`src/rtl/hex_display_arbiter.sv`:
```
// Round-robin arbiter sharing one six-digit hex display among NUM_REQ requesters.
// The granted 10-bit two's-complement value is shown as sign (LED) plus hex magnitude.
//
// state | meaning
// IDLE  | display blank, searching for the next requester from rr_ptr
// LOAD  | one cycle: capture winner's value, convert to sign/magnitude
// HOLD  | display granted value for HOLD_CYCLES clocks, then ack
module hex_display_arbiter #(
  parameter int NUM_REQ     = 4,
  parameter int HOLD_CYCLES = 50000000,
  parameter int CNT_W       = 26
) (
  input  logic                   clk,
  input  logic                   rst_n,
  input  logic [NUM_REQ-1:0]     req,
  input  logic [10*NUM_REQ-1:0]  data,
  output logic [NUM_REQ-1:0]     ack,
  output logic                   grant_valid,
  output logic [1:0]             grant_idx,
  output logic                   neg,
  output logic [4:0]             nib5,
  output logic [4:0]             nib4,
  output logic [4:0]             nib3,
  output logic [4:0]             nib2,
  output logic [4:0]             nib1,
  output logic [4:0]             nib0
);

  localparam logic [4:0]       NIB_OFF  = 5'b10000;
  localparam logic [CNT_W-1:0] CNT_LAST = CNT_W'(HOLD_CYCLES - 1);

  typedef enum logic [1:0] {IDLE, LOAD, HOLD} state_t;

  state_t           state_q, state_d;
  logic [1:0]       rr_ptr_q, idx_q, winner, cand;
  logic             found;
  logic [CNT_W-1:0] cnt_q;
  logic [9:0]       mag_q, v;
  logic             neg_q;
  logic [3:0]       req_pad, ack_pad;
  logic [9:0]       data_arr [4];
  logic             cur_req, last_cycle;

  function automatic logic [1:0] wrap_inc(input logic [1:0] p);
    return (int'(p) == NUM_REQ - 1) ? 2'd0 : p + 2'd1;
  endfunction

  // Pad to the 4-requester maximum so 2-bit indices are always in range.
  assign req_pad = 4'(req);
  for (genvar i = 0; i < 4; i++) begin : g_data
    if (i < NUM_REQ) begin : g_real
      assign data_arr[i] = data[10*i +: 10];
    end else begin : g_none
      assign data_arr[i] = '0;
    end
  end

  always_comb begin
    found  = 1'b0;
    winner = rr_ptr_q;
    cand   = rr_ptr_q;
    for (int k = 0; k < NUM_REQ; k++) begin
      if (!found && req_pad[cand]) begin
        found  = 1'b1;
        winner = cand;
      end
      cand = wrap_inc(cand);
    end
  end

  assign v          = data_arr[idx_q];
  assign cur_req    = req_pad[idx_q];
  assign last_cycle = (cnt_q == CNT_LAST);

  always_comb begin
    state_d     = state_q;
    grant_valid = 1'b0;
    ack_pad     = '0;
    unique case (state_q)
      IDLE: if (found) state_d = LOAD;
      LOAD: state_d = HOLD;
      HOLD: begin
        grant_valid = 1'b1;
        // A dropped request aborts the grant and suppresses the ack.
        if (!cur_req) begin
          state_d = IDLE;
        end else if (last_cycle) begin
          state_d        = IDLE;
          ack_pad[idx_q] = 1'b1;
        end
      end
      default: state_d = IDLE;
    endcase
  end

  always_ff @(posedge clk) begin
    if (!rst_n) begin
      state_q  <= IDLE;
      rr_ptr_q <= '0;
      idx_q    <= '0;
      cnt_q    <= '0;
      mag_q    <= '0;
      neg_q    <= 1'b0;
    end else begin
      state_q <= state_d;
      case (state_q)
        IDLE: if (found) idx_q <= winner;
        LOAD: begin
          mag_q <= v[9] ? (~v + 10'd1) : v;
          neg_q <= v[9];
          cnt_q <= '0;
        end
        HOLD: begin
          cnt_q <= cnt_q + CNT_W'(1);
          if (state_d == IDLE) rr_ptr_q <= wrap_inc(idx_q);
        end
        default: ;
      endcase
    end
  end

  assign ack       = ack_pad[NUM_REQ-1:0];
  assign grant_idx = idx_q;
  assign neg       = neg_q & grant_valid;

  // Leading-zero blanking on the magnitude digits; the lowest digit always shows.
  always_comb begin
    nib5 = NIB_OFF;
    nib4 = NIB_OFF;
    nib3 = NIB_OFF;
    nib2 = NIB_OFF;
    nib1 = NIB_OFF;
    nib0 = NIB_OFF;
    if (grant_valid) begin
      nib5 = {3'b000, idx_q};
      if (mag_q[9:8] != 2'b00) nib2 = {3'b000, mag_q[9:8]};
      if (mag_q[9:4] != 6'd0)  nib1 = {1'b0, mag_q[7:4]};
      nib0 = {1'b0, mag_q[3:0]};
    end
  end

endmodule

```
`config.mk`:
```
export PLATFORM = sky130hd
export DESIGN_NAME = hex_display_arbiter
export DESIGN_NICKNAME = d
export VERILOG_FILES = /design/src/rtl/hex_display_arbiter.sv
export SDC_FILE = /design/constraint.sdc
export NUM_CORES = 1
export LEC_CHECK = 0
export ABC_AREA = 0
export CAP_MARGIN = 0
export CORE_AREA = 3 3 90 92
export DETAILED_ROUTE_END_ITERATION = 8
export DIE_AREA = 0 0 93 95
export PLACE_DENSITY = 0.68
export SLEW_MARGIN = 10
export SYNTH_ARGS = -nofsm -noshare
export SYNTH_HDL_FRONTEND = slang
export SYNTH_SLANG_ARGS = --single-unit
```
`constraint.sdc`:
```
create_clock -name clk -period 4.06 [get_ports clk]
set_input_delay 0.609 -clock clk [delete_from_list [all_inputs] [get_ports clk]]
set_output_delay 0.609 -clock clk [all_outputs]
set_load 0.01 [all_outputs]
```
### Word level (Yosys, flattened, before mapping)

Cells that the tools add are included.

| word-level totals | value |
|---|---|
| register bits after elaboration | 43 |
| latch bits | 0 |
| bits in writable memories | 0 |
| memory bits (read-only) | 0 |
| input port bits | 46 |
| logic and storage cells | 85 |
| memories | 0 |

| operators by class | value |
|---|---|
| $add $sub $neg | 6 |
| multipliers | 0 |
| div/mod/pow operators | 0 |
| $lt $le $gt $ge | 7 |
| eq/ne operators | 7 |
| shift operators | 0 |
| mux-type cells | 42 |
| bitwise logic cells | 3 |
| reduce and logical (&&, ||, !) cells | 14 |

Operators with widths:

| kind | count |
|---|---|
| $pmux W26 S2 | 1 |
| $mux W10 | 3 |
| $mux W5 | 6 |
| $add A26 B1 Y26 const B | 1 |
| $eq A26 B26 Y1 const B | 1 |
| $bmux W10 S2 | 1 |
| $mux W2 | 10 |
| $lt A2 B3 Y1 const B | 5 |
| $mux W4 | 3 |
| $mux W1 | 11 |
| $add A10 B1 Y10 const B | 1 |
| $bmux W1 S2 | 5 |
| $eq A2 B1 Y1 const B | 5 |
| $not A10 Y10 | 1 |
| $add A2 B1 Y2 const B | 4 |
| $pmux W2 S3 | 1 |
| $reduce_bool A6 Y1 | 1 |
| $logic_and A1 B1 Y1 | 4 |
| $logic_not A2 Y1 | 2 |
| $reduce_and A2 Y1 | 2 |
| $reduce_bool A2 Y1 | 2 |
| $ge A3 B3 Y1 const B | 1 |
| $logic_not A1 Y1 | 3 |
| $not A2 Y3 | 1 |
| 4 further kinds | 4 |

### Depth between registers and ports, before layout

| logic depth | value |
|---|---|
| depth after elaboration | 16 |
| mapped depth | 10 |

### Least setup slack after synthesis

OpenSTA, ideal clock, no wires.

| path | value |
|---|---|
| path kind | register -> register |
| start | reg idx_q[1] (netlist: grant_idx[1]) |
| end | reg mag_q[8] |
| arrival | 2.453 ns |
| required time | 3.928 ns |
| path slack | 1.474 ns |
| cell stages (with the launch flop) | 8 |
| clock period less this slack | 2.586 ns |
| cell sequence | dfxtp_1 > buf_1 > mux4_2 > or4_4 > or3_1 > o21a_1 > xnor2_1 > a21oi_1 |

| on the way | value |
|---|---|
| cells in the longest elaborated chain, start to end | 7 |

Ends and longest elaborated chain:

| item | line | source |
|---|---|---|
| from (decl) | 35 | `logic [1:0] rr_ptr_q, idx_q, winner, cand;` |
| from (signal assigned) | 107 | `IDLE: if (found) idx_q <= winner;` |
| $not A2 Y3 (not written as such) (*) | 71 | `assign v = data_arr[idx_q];` |
| $bmux W10 S2 (*) | 71 |  |
| $mux W10 (not written as such) (*) (2 in series) | 71 |  |
| $not A10 Y10 | 109 | `mag_q <= v[9] ? (~v + 10'd1) : v;` |
| $add A10 B1 Y10 | 109 |  |
| $mux W10 (*) | 109 |  |
| to (signal assigned) | 109 |  |
| to (decl) | 38 | `logic [9:0] mag_q, v;` |

Every way passes the cells marked *; elsewhere a longest branch is shown, timed or not. The select of a mux whose other input is x is not followed.
A chain may end at the register's enable or synchronous reset.

### Worst setup path in the final report

| path | value |
|---|---|
| start | in req[2] |
| end | out ack[0] |

| on the way | value |
|---|---|
| cells in the longest elaborated chain, start to end | 4 |

Ends and longest elaborated chain:

| item | line | source |
|---|---|---|
| from (decl) | 15 | `input logic [NUM_REQ-1:0] req,` |
| $bmux W1 S2 | 72 | `assign cur_req = req_pad[idx_q];` |
| $mux W1 (not written as such) | 72 |  |
| $mux W4 | 85 | `if (!cur_req) begin` |
| $mux W4 | 79 | `unique case (state_q)` |
| to (decl) | 17 | `output logic [NUM_REQ-1:0] ack,` |

No other way between the ends. The select of a mux whose other input is x is not followed.

==> results.cfg <==
[run_status]
outcome = finished clean

[sta]
slew_viol_final = 0
fmax_mhz = 309.8
fin_crit_sh_pct = 79.51
rsz0062_at_grt = false
final-hold-violation-count = 0
skew_ns = 0.006204
worstMarginPinSlew_ns = 0.7617
slew_headroom_pct = 49.03
finalCriticalPeriod_ns = 3.228
final-setup-viol-count = 0
timing.setup.tns_ns = 0

[drt]
wl_mm = 6.852
drc = 0
vias_per_cell = 5.044
drt_iter0_drc = 99
wl_per_cell_um = 13.65
drt_first_pass_iters = 4
ant_nets = 0
routed-via-count = 2532

[flow_run]
maxCapViolations = 0

[floorplanning]
ioPinCount = 84
dieArea_um2 = 8835
die_x_um = 93
start_util_pct = 40.37
core_area_um2 = 7292
die_h_um = 95
std_cell_rows = 31

[clock_network]
ctsHoldBuffers = 0
clk_latency_ns = 0.29
cts_sinks = 43
cts_root_buffer = clkbuf_8
cts-buffers-inserted = 5
post_cts_buffers = 0
path_clk_slew_ns = 0.08
ctsHtreeMaxLevel = 2
cts_tree = yes
clockBufferDepth = 2
cts_resized = 0

[yosys]
synth_area_leaders = dfxtp_1 29%, mux4_2 8.4%, xor2_1 6.8%
syn_area_um2 = 2944
ys_seq_area_share_pct = 29.24
synthTopCellsByCount = 43 x dfxtp_1, 43 x nor2_1, 30 x nand2_1
synth.area.mux_share_pct = 12.41
synth_top_family_by_area = simple AND/OR/NAND/NOR gates
synth_cell_type_count = 51
synth_xor_area_share_pct = 9.222
synth-simple-area-share_pct = 23.71
synth-compound-area-share_pct = 12.28
synth_top_area_share_pct = 29.24
avgSynthCellArea_um2 = 8.558
synth_area_leader_cell = dfxtp_1
synthAdderAreaFrac_pct = 4.675
synth_edf_count = 0
yosysWarnings = 0
async_flop_share_pct = 0
netlist_instances = 344
synthFlopType = dfxtp_1
ys_ff_latch = 43

[setup_path]
crit_type = in2out
start_kind = primary input
r2r_start = rr_ptr_q[0]
endpoint_kind = output port
arrival_ns = 2.62
crit_fanout = 12
crit_required_ns = 3.45
critPathLaunch = req[2]

[min_path]
hp-start = mag_q[2]
hold_class = reg2reg

[finish]
area_growth_syn_to_layout_pct = 26.43
fillerInstances = 710
final-instance-count-excl-fill = 502
seq_area_um2 = 860.8
multi_input_area_um2 = 1887
final_nets = 459
antenna_cells = 0
drive_gt1_share_pct = 7.444

[placement]
dp_hpwl_mm = 5.418
numPortBuffers = 69
routabilityCongestion = 0.8725
dp.cells = 494

[global_route]
grt_usage_pct = 15.47
grt_start_max_net_pins = 21
antenna_found_initial = 0
grt_pass1_vias = 2384
grt-ovfl-total = 0
grt_pass1_wl_mm = 11.17

[power]
p_leak_uw = 0.001420
vdd_ir_drop_max_uv = 206.9
powerDensity_nw_per_um2 = 422.0
-- layer usage --
metal | global-route usage [%] | up-vias | part of all wire [%]
li1 | - | 1285 | -
met3 | 1.833 | 13 | 3.2
met4 | 5.495 | 0 | 1.8
met2 | 26.63 | 56 | 50
met1 | 20.01 | 1178 | 45
met5 | 0 | - | 0
-- logic make-up after synthesis --
group,after synthesis
AND/OR/NAND/NOR,140
AO/OA/AOI/OAI,51
buffers and inverters,45
flip-flops,43
XOR/XNOR,31
multiplexers,21
adder cells (fa/ha/maj),11
other,2
-- power breakdown --
group | internal [uW] | switching (uW) | total [uW]
Clock | 120 | 150 | 270
Sequential | 485 | 77.3 | 563
Combinational | 359 | 379 | 739
Total | 964 | 606 | 1570
-- final timing paths --
check                endpoint  slack (ns)  depth (start not counted)
setup / recovery       ack[0]        0.83                          6
setup reg to reg  rr_ptr_q[0]        1.08                          7
hold reg to reg      mag_q[2]        0.48                          1
hold / removal       mag_q[2]        0.48                          1
-- critical path, cell delays in order --
cell	delay, ns
clkdlybuf4s50_1	0.70
mux4_2	0.31
nand2_1	0.07
nor2_1	0.21
and2_1	0.16
clkdlybuf4s50_1	0.55
-- stage by stage --
stage | area, um^2 | worst slack, ns | util (%) | power, uW | hold slack (ns)
floorplan | 2989 | 1.474 | - | 1111 | 0.4461
global placement | 3633 | 0.9301 | 49.83 | 1301 | 0.4522
detailed placement | 3633 | 0.8385 | 49.83 | 1318 | 0.4604
CTS | 3722 | 0.8346 | 51.05 | 1592 | 0.4817
global route | 3722 | 0.7228 | 51.05 | 1714 | 0.4960
finish | 3722 | 0.8318 | 51.05 | 1571 | 0.4765
-- flip-flops by register name, indices dropped and copies added, names as in the netlist --
signal / cells
cnt_q: 26
mag_q: 10
grant_idx: 2
rr_ptr_q: 2
neg_q: 1
state_q: 2
-- area by class of cell --
cell class / instances / area share [%]
Tap cell: 99 / 3.328
Timing Repair Buffer: 73 / 19.36
Clock buffer: 5 / 1.849
Inverter: 11 / 1.109
Clock inverter: 3 / 0.5378
Multi-Input combinational cell: 268 / 50.69
Sequential cell: 43 / 23.13
-- cell usage in the layout (no fill, tap or decap), types with 5 or more instances in the layout --
cell	count
clkdlybuf4s50_1	69
nor2_1	43
dfxtp_1	43
nand2_1	30
xor2_1	23
and2_1	18
conb_1	14
o21ai_0	13
mux4_2	11
inv_1	11
ha_1	11
nand3_1	9
nand4_1	8
mux2i_1	8
xnor2_1	8
o211a_1	7
nor3_1	5
and3_1	5
a21oi_1	5
clkbuf_8	5
Note: power is estimated with default switching activity, not from simulation.
